[config.mk]
export PLATFORM = sky130hd
export DESIGN_NAME = sc_phase_clkgen
export DESIGN_NICKNAME = d
export VERILOG_FILES = /design/src/rtl/sc_phase_clkgen.sv
export SDC_FILE = /design/constraint.sdc
export NUM_CORES = 1
export LEC_CHECK = 0
export CAP_MARGIN = 20
export CORE_MARGIN = 1.5
export CORE_UTILIZATION = 25
export CTS_BUF_LIST = sky130_fd_sc_hd__clkbuf_4
export CTS_CLUSTER_SIZE = 24
export DETAILED_ROUTE_END_ITERATION = 16
export GPL_TIMING_DRIVEN = 1
export PLACE_DENSITY = 0.57
export SLEW_MARGIN = 15
export SYNTH_ARGS = -nofsm -noshare
export SYNTH_HDL_FRONTEND = slang
export SYNTH_SLANG_ARGS = --single-unit
[constraint.sdc]
create_clock -name clk -period 2.56 [get_ports clk]
set_input_delay 0.512 -clock clk [delete_from_list [all_inputs] [get_ports clk]]
set_output_delay 0.512 -clock clk [all_outputs]
set_load 0.02 [all_outputs]
[src/rtl/sc_phase_clkgen.sv]
// Non-overlapping two-phase clock generator for a switched-capacitor filter.
// Produces phi1, early phi1 and phi2 with programmable phase and gap lengths.
module sc_phase_clkgen #(
    parameter int LEN_W = 8,
    parameter int CNT_W = 16
) (
    input  logic             clk,
    input  logic             rst_n,
    input  logic             enable,
    input  logic [LEN_W-1:0] ph1_len,
    input  logic [LEN_W-1:0] ph2_len,
    input  logic [LEN_W-1:0] nov_len,
    output logic             phi1,
    output logic             phi1e,
    output logic             phi2,
    output logic             period_done,
    output logic [CNT_W-1:0] period_cnt,
    output logic             busy
);

    typedef enum logic [2:0] {
        IDLE,
        PHI1,
        GAP12,
        PHI2,
        GAP21
    } state_e;

    state_e           state_q, state_d;
    logic [LEN_W-1:0] rem_q, rem_d;
    logic [LEN_W-1:0] ph2_s_q, ph2_s_d;
    logic [LEN_W-1:0] nov_s_q, nov_s_d;
    logic [CNT_W-1:0] cnt_q, cnt_d;
    logic             stop_q, stop_d;
    logic             phi1_q, phi1_d;
    logic             phi1e_q, phi1e_d;
    logic             phi2_q, phi2_d;
    logic             done_q, done_d;
    logic             busy_q, busy_d;
    logic [LEN_W-1:0] ph1_c, ph2_c, nov_c;
    logic             last;

    always_comb begin
        ph1_c = (ph1_len < LEN_W'(2)) ? LEN_W'(2) : ph1_len;
        ph2_c = (ph2_len == '0) ? LEN_W'(1) : ph2_len;
        nov_c = (nov_len == '0) ? LEN_W'(1) : nov_len;
    end

    always_comb begin
        state_d = state_q;
        rem_d   = rem_q;
        ph2_s_d = ph2_s_q;
        nov_s_d = nov_s_q;
        cnt_d   = cnt_q;
        stop_d  = stop_q;
        last    = (rem_q == '0);
        unique case (state_q)
            IDLE: begin
                stop_d = 1'b0;
                if (enable) begin
                    state_d = PHI1;
                    rem_d   = ph1_c - LEN_W'(1);
                    ph2_s_d = ph2_c;
                    nov_s_d = nov_c;
                end
            end
            PHI1: begin
                if (last) begin
                    state_d = GAP12;
                    rem_d   = nov_s_q - LEN_W'(1);
                end else begin
                    rem_d = rem_q - LEN_W'(1);
                end
            end
            GAP12: begin
                if (last) begin
                    state_d = PHI2;
                    rem_d   = ph2_s_q - LEN_W'(1);
                end else begin
                    rem_d = rem_q - LEN_W'(1);
                end
            end
            PHI2: begin
                if (last) begin
                    state_d = GAP21;
                    rem_d   = nov_s_q - LEN_W'(1);
                end else begin
                    rem_d = rem_q - LEN_W'(1);
                end
            end
            GAP21: begin
                if (last) begin
                    cnt_d  = cnt_q + CNT_W'(1);
                    stop_d = 1'b0;
                    if (enable && !stop_q) begin
                        state_d = PHI1;
                        rem_d   = ph1_c - LEN_W'(1);
                        ph2_s_d = ph2_c;
                        nov_s_d = nov_c;
                    end else begin
                        state_d = IDLE;
                        rem_d   = '0;
                    end
                end else begin
                    rem_d = rem_q - LEN_W'(1);
                end
            end
            default: begin
                state_d = IDLE;
                rem_d   = '0;
            end
        endcase
        // Once enable is seen low mid-period, the period winds down to IDLE.
        if (state_q != IDLE && !enable) begin
            stop_d = 1'b1;
        end
        phi1_d  = (state_d == PHI1);
        phi1e_d = phi1_d && (rem_d != '0);
        phi2_d  = (state_d == PHI2);
        busy_d  = (state_d != IDLE);
        done_d  = (state_d == GAP21) && (rem_d == '0);
    end

    always_ff @(posedge clk or negedge rst_n) begin
        if (!rst_n) begin
            state_q <= IDLE;
            rem_q   <= '0;
            ph2_s_q <= '0;
            nov_s_q <= '0;
            cnt_q   <= '0;
            stop_q  <= 1'b0;
            phi1_q  <= 1'b0;
            phi1e_q <= 1'b0;
            phi2_q  <= 1'b0;
            done_q  <= 1'b0;
            busy_q  <= 1'b0;
        end else begin
            state_q <= state_d;
            rem_q   <= rem_d;
            ph2_s_q <= ph2_s_d;
            nov_s_q <= nov_s_d;
            cnt_q   <= cnt_d;
            stop_q  <= stop_d;
            phi1_q  <= phi1_d;
            phi1e_q <= phi1e_d;
            phi2_q  <= phi2_d;
            done_q  <= done_d;
            busy_q  <= busy_d;
        end
    end

    assign phi1        = phi1_q;
    assign phi1e       = phi1e_q;
    assign phi2        = phi2_q;
    assign period_done = done_q;
    assign period_cnt  = cnt_q;
    assign busy        = busy_q;

endmodule

==> results.ini, run 1 <==
[run_status]
outcome = finished, violations left
violations = negative setup slack

[setup_path]
required_ps = 2850
worst-path-buf-inv = 1
critPathMaxStageDelay_ps = 600
start_kind = flop
crit_chain = or4_1 -> buf_6 -> or2_4 -> nand2_2 -> o221ai_1 -> or4_4 -> o31a_1
endpoint_kind = flop
path_class = reg2reg
cp_slowest_cell = or4_4
critPathMaxFanout = 5
rr_worst_depth = 7
crit_arrival_ps = 2930
crit_family = simple AND/OR/NAND/NOR gates
cp.depth = 7

[clock_network]
cts-htree-levels = 2
cts_root_buffer = clkbuf_4
path_clk_slew_ps = 150
cts_tree = done
cts_buffers = 5
clockBufferDepth = 2
cts.sinks = 49
clock_latency_ps = 390
cts_hold_buf = 0

[logic_synthesis]
syn-instance-count = 304
synthAdderAreaFrac = 0.0214
synth-warning-count = 0
synth_edf_count = 0
synth_cell_types = 52
syn_nets = 336
synth-main-ff-cell = dfrtp_1
synth-seq-cells = 49
synth.avg_cell_area_um2 = 9.60
synth_top_family_by_area = simple AND/OR/NAND/NOR gates
synth_compound_area_frac = 0.146
synth_xor_area_frac = 0.0901
synthMuxAreaShare = 0.0648
synth-simple-area-share = 0.223
ys_async_sr_fraction = 1.00
yosysSeqAreaShare = 0.420
syn-cell-area_um2 = 2920

[pwr]
irDropWorstVdd_mv = 0.266
clock_power_share = 0.119
switching_power_w = 0.00122
p_leak_nw = 1.93
combPwrFrac = 0.554
p_seq_frac = 0.328
p_per_area_nw_per_um2 = 732
netSwitchingFraction = 0.383
finalPower_w = 0.00318
p_int_w = 0.00197

[detailed_routing]
vias = 2759
wirelength_um = 8250
drt_iter0_drc = 125
drt-pass1-iter-count = 4
ant_nets = 0
vias_per_cell = 4.82
wl_per_cell_um = 14.4
drc_errors = 0

[finish]
nets = 461
syn2layout_area_growth_pct = 49.0
drive_gt1_frac = 0.337
final_cells = 573
n_antenna_cell = 0

[min_path]
hp-class = in2async

[place]
io_buffers = 47
post-dp-hpwl_um = 6220
dp_slack_ps = -593
post-place-cells = 542
place_congestion = 0.867

[sta]
slew_headroom = 0.451
drv_slew = 0
rsz0062_at_grt = yes
setup_viol = 2
fmax_mhz = 380
finalCritPeriodShare = 1.03
postLayoutSetupSlackWorst_ps = -70.4
fin_skew_ps = 12.9
hold_viol = 0
worst_pin_slew_ps = 821
min_period_ps = 2630

[die]
ios = 48
row_count = 39
dieArea_um2 = 12300
fp.dieH_um = 111
start_util = 0.256
die_x_um = 111
core_um2 = 11400

[run]
cap_violations = 0

[grt]
antenna_found_initial = 0
grt_pass1_vias = 2832
grt_overflow_total = 0
globalRouteTotalUtil = 0.137
grt_pass1_wl_um = 13800
grt_start_max_net_pins = 50

[through the flow]
stage | TNS, ps | cell area, um2 | utilization | hold slack [ps]
floorplan | 0 | 2930 | - | 216
global route | -223 | 4350 | 0.381 | 265
detailed placement | -1900 | 3960 | 0.347 | 467
global placement | -2100 | 3960 | 0.347 | 457
finish | -95.6 | 4350 | 0.381 | 210
CTS | -33.2 | 4210 | 0.369 | 229
[what timing repair did]
action | in CTS | in global routing
pin swaps | 13 | 12
setup buffers | 18 | 5
gates resized for setup | 22 | 25
endpoints found under the setup margin | 3 | 9
cloned | 0 | 0
[placed cells by master, fill, tap and decap left out, drive strengths merged, types with 4 or more instances in the layout]
| cell type | instances |
|---|---|
| a21oi | 17 |
| buf | 82 |
| clkbuf | 5 |
| clkdlybuf4s50 | 39 |
| dfrtp | 49 |
| dlygate4sd2 | 4 |
| ha | 5 |
| inv | 14 |
| mux2 | 15 |
| nand2 | 20 |
| nand2b | 7 |
| nand3 | 11 |
| nand4 | 6 |
| nor2 | 22 |
| nor2b | 5 |
| nor3 | 9 |
| nor3b | 4 |
| nor4 | 7 |
| o21a | 4 |
| o21ai | 21 |
| o31ai | 5 |
| or2 | 4 |
| or3 | 6 |
| or4 | 5 |
| xnor2 | 16 |
| xor2 | 14 |
[power by group through the flow]
stage / Combinational [W] / Sequential (W) / Clock [W]
global placement: 0.00145 / 0.00105 / 0
global route: 0.00192 / 0.00107 / 0.000429
CTS: 0.00167 / 0.00104 / 0.000401
detailed placement: 0.00145 / 0.00105 / 0
finish: 0.00176 / 0.00104 / 0.000378
floorplan: 0.000768 / 0.00108 / 0
[state kept, by name, summed over array words and instances (netlist names)]
register,cells
rem_q,8
nov_s_q,8
state_q,3
ph2_s_q,8
phi2,1
stop_q,1
period_cnt,16
busy,1
phi1e,1
period_done,1
phi1,1
[Yosys cell counts, types with 7 or more instances]
library cell	number	area (um2)
nor2_1	21	78.8
mux2_2	15	169
nor3_1	8	40.0
a21oi_1	17	85.1
dfrtp_1	49	1230
nand2b_1	7	43.8
inv_1	13	48.8
xor2_1	14	123
o21ai_0	21	105
nor4_1	7	43.8
nand3_1	9	45.0
xnor2_1	16	140
nand2_1	20	75.1
clkbuf_1	7	26.3
[cell families after synthesis]
kind of cell / after synthesis
xor+xnor: 30
buf+inv: 23
compound gates: 66
flops: 49
simple gates: 114
mux: 17
fa+ha+maj: 5
[cell type report]
cell class	instances	area [um2]
fill	1151	7070
multi-input combinational	232	1750
sequential	49	1230
timing repair buffer	128	1080
tap	143	179
inverter	13	48.8
clock buffer	5	37.5
clock inverter	3	21.3
[metal layers]
layer / vias up / part of all wire / track usage
met1: 1353 / 0.46 / 0.177
li1: 1353 / - / -
met5: - / 0 / 0
met2: 43 / 0.48 / 0.230
met4: 0 / 0.016 / 0.0439
met3: 10 / 0.042 / 0.0295
[final timing paths]
path                            slack, ps              to      startpoint
worst min register to register        480  period_cnt[15]  period_cnt[15]
worst max register to register        -70           phi1e        rem_q[3]
max in group asynchronous            1930      nov_s_q[5]           rst_n
min in group clk                      480  period_cnt[15]  period_cnt[15]
worst max-delay path                  -70           phi1e        rem_q[3]
worst min-delay path                  210      ph2_s_q[4]           rst_n
No activity file was read; power rests on OpenSTA's default activity.
==> run 2, diff against run 1 <==
--- a/config.mk
+++ b/config.mk
@@ -8,11 +8,11 @@
 export CAP_MARGIN = 20
 export CORE_MARGIN = 1.5
 export CORE_UTILIZATION = 25
-export CTS_BUF_LIST = sky130_fd_sc_hd__clkbuf_4
 export CTS_CLUSTER_SIZE = 24
 export DETAILED_ROUTE_END_ITERATION = 16
 export GPL_TIMING_DRIVEN = 1
 export PLACE_DENSITY = 0.57
+export SETUP_SLACK_MARGIN = 0.4
 export SLEW_MARGIN = 15
 export SYNTH_ARGS = -nofsm -noshare
 export SYNTH_HDL_FRONTEND = slang
==> results.ini, run 2 (same netlist as run 1, synthesis figures left out) <==
[run_status]
outcome = finished, violations left
violations = negative setup slack

[place]
dpl-instance-area_um2 = 3950
post-place-cells = 540
io_buffers = 47
post-dp-hpwl_um = 6060
place_congestion = 0.890

[sta]
min_period_ps = 2560
fmax_mhz = 390
setup_viol = 1
setup_tns_ps = -3.28
worst_pin_slew_ps = 723
fin_skew_ps = 7.20
finalCritPeriodShare = 1.00
postLayoutSetupSlackWorst_ps = -3.28
drv_slew = 0
holdWs_ps = 279
hold_viol = 0
rsz0062_at_grt = yes
slew_headroom = 0.518

[die]
start_util = 0.256
core_um2 = 11400
die_x_um = 111
dieArea_um2 = 12300
ios = 48
fp.dieH_um = 111
row_count = 39

[finish]
n_antenna_cell = 0
largest_reg_flops = 16
nets = 461
layout_commonest_cell = buf_4
final_cell_mix = buf_4 (76), dfrtp_1 (49), clkdlybuf4s50_1 (39)
final_cells = 573
final_cell_area_um2 = 4600
drive_gt1_frac = 0.405
syn2layout_area_growth_pct = 57.7

[pwr]
clock_power_share = 0.185
combPwrFrac = 0.523
netSwitchingFraction = 0.360
p_seq_frac = 0.292
p_per_area_nw_per_um2 = 778
p_int_w = 0.00229
switching_power_w = 0.00129
p_leak_nw = 2.02
irDropWorstVdd_mv = 0.332

[setup_path]
start_kind = input pin
crit_family = buffers and inverters
critPathMaxFanout = 3
crit_chain = clkdlybuf4s50_1 -> nand2_2 -> buf_4 -> buf_4 -> buf_4 -> buf_4 -> buf_4 -> a31oi_1 -> nand2_1 -> or4_4 -> o31a_1
crit_path_frequent_cell = buf_4
critPathMaxStageDelay_ps = 540
crit_arrival_ps = 2750
worst-path-buf-inv = 6
cp_slowest_cell = or4_4
path_class = in2reg
endpoint_kind = flop
required_ps = 2740

[detailed_routing]
ant_nets = 0
drt-pass1-iter-count = 4
vias = 2739
vias_per_cell = 4.78
drc_errors = 0
wirelength_um = 8480
drt_iter0_drc = 169
wl_per_cell_um = 14.8

[grt]
grt_pass1_vias = 2810
globalRouteTotalUtil = 0.140
grt_overflow_total = 0
antenna_found_initial = 0
grt_start_max_net_pins = 31
grt_pass1_wl_um = 14000

[clock_network]
cts.sinks = 49
cts_buffers = 5
cts_root_buffer = clkbuf_16
path_clk_slew_ps = 70
cts-htree-levels = 2
clock_latency_ps = 290
cts_tree = done
cts_hold_buf = 0
clockBufferDepth = 2

[run]
cap_violations = 0

[min_path]
hp-class = in2async

run 2: cell types whose count changed in the layout (fill, tap and decap cells not counted), moves of 4 or more:
cell	before	now
a21oi_2	1	6
mux2_4	0	14
clkbuf_16	0	5
nor3_1	6	2
mux2_2	15	1
a21oi_1	16	11
nor2_1	17	12
clkbuf_4	5	0
clkbuf_2	0	6
run 2: layout make-up:
type	count	area, um2
repair buffers	128	1070
well taps	143	179
fillers	1131	6820
multi-input cells	232	1930
flip-flops and latches	49	1230
clock inverters	3	22.5
clock buffers	5	125
inverters	13	48.8
run 2: per-layer routing:
layer	share of wire	vias to the layer above	routed length, um	track usage
met4	0.021	0	175	0.0506
met3	0.047	9	399	0.0246
met1	0.45	1321	3810	0.185
li1	-	1344	-	-
met5	0	-	0	0
met2	0.48	65	4100	0.228
run 2: path summary, 6_finish.rpt:
check	from	endpoint	slack (ps)	depth (start not counted)
max reg2reg	rem_q[6]	phi1e	-3	8
min in group clk	state_q[2]	state_q[1]	460	1
min reg2reg	state_q[2]	state_q[1]	460	1
min	rst_n	ph2_s_q[4]	280	1
max in group asynchronous	rst_n	state_q[2]	1650	2
max	ph1_len[0]	phi1e	-3	11
run 2: what timing repair did:
item,4_1_cts,5_1_grt
setup endpoints to repair,36,42
resized for setup,42,63
buffers inserted,18,7
pin swaps,18,23
run 2: metrics by stage:
step,worst slack [ps],util,power [W]
final,-3.28,0.403,0.00358
after global routing,-92.9,0.403,0.00382
after CTS,-62.2,0.383,0.00336
after detailed placement,-568,0.346,0.00251
after global placement,-538,0.346,0.00249
after floorplan,42.3,-,0.00187
run 2: power groups by stage:
stage               registers, W  logic [W]  clock network, W
CTS                      0.00104    0.00164          0.000681
detailed placement       0.00105    0.00146                 0
global route             0.00107    0.00204          0.000718
finish                   0.00104    0.00187          0.000660
floorplan                0.00108   0.000791                 0
global placement         0.00105    0.00145                 0
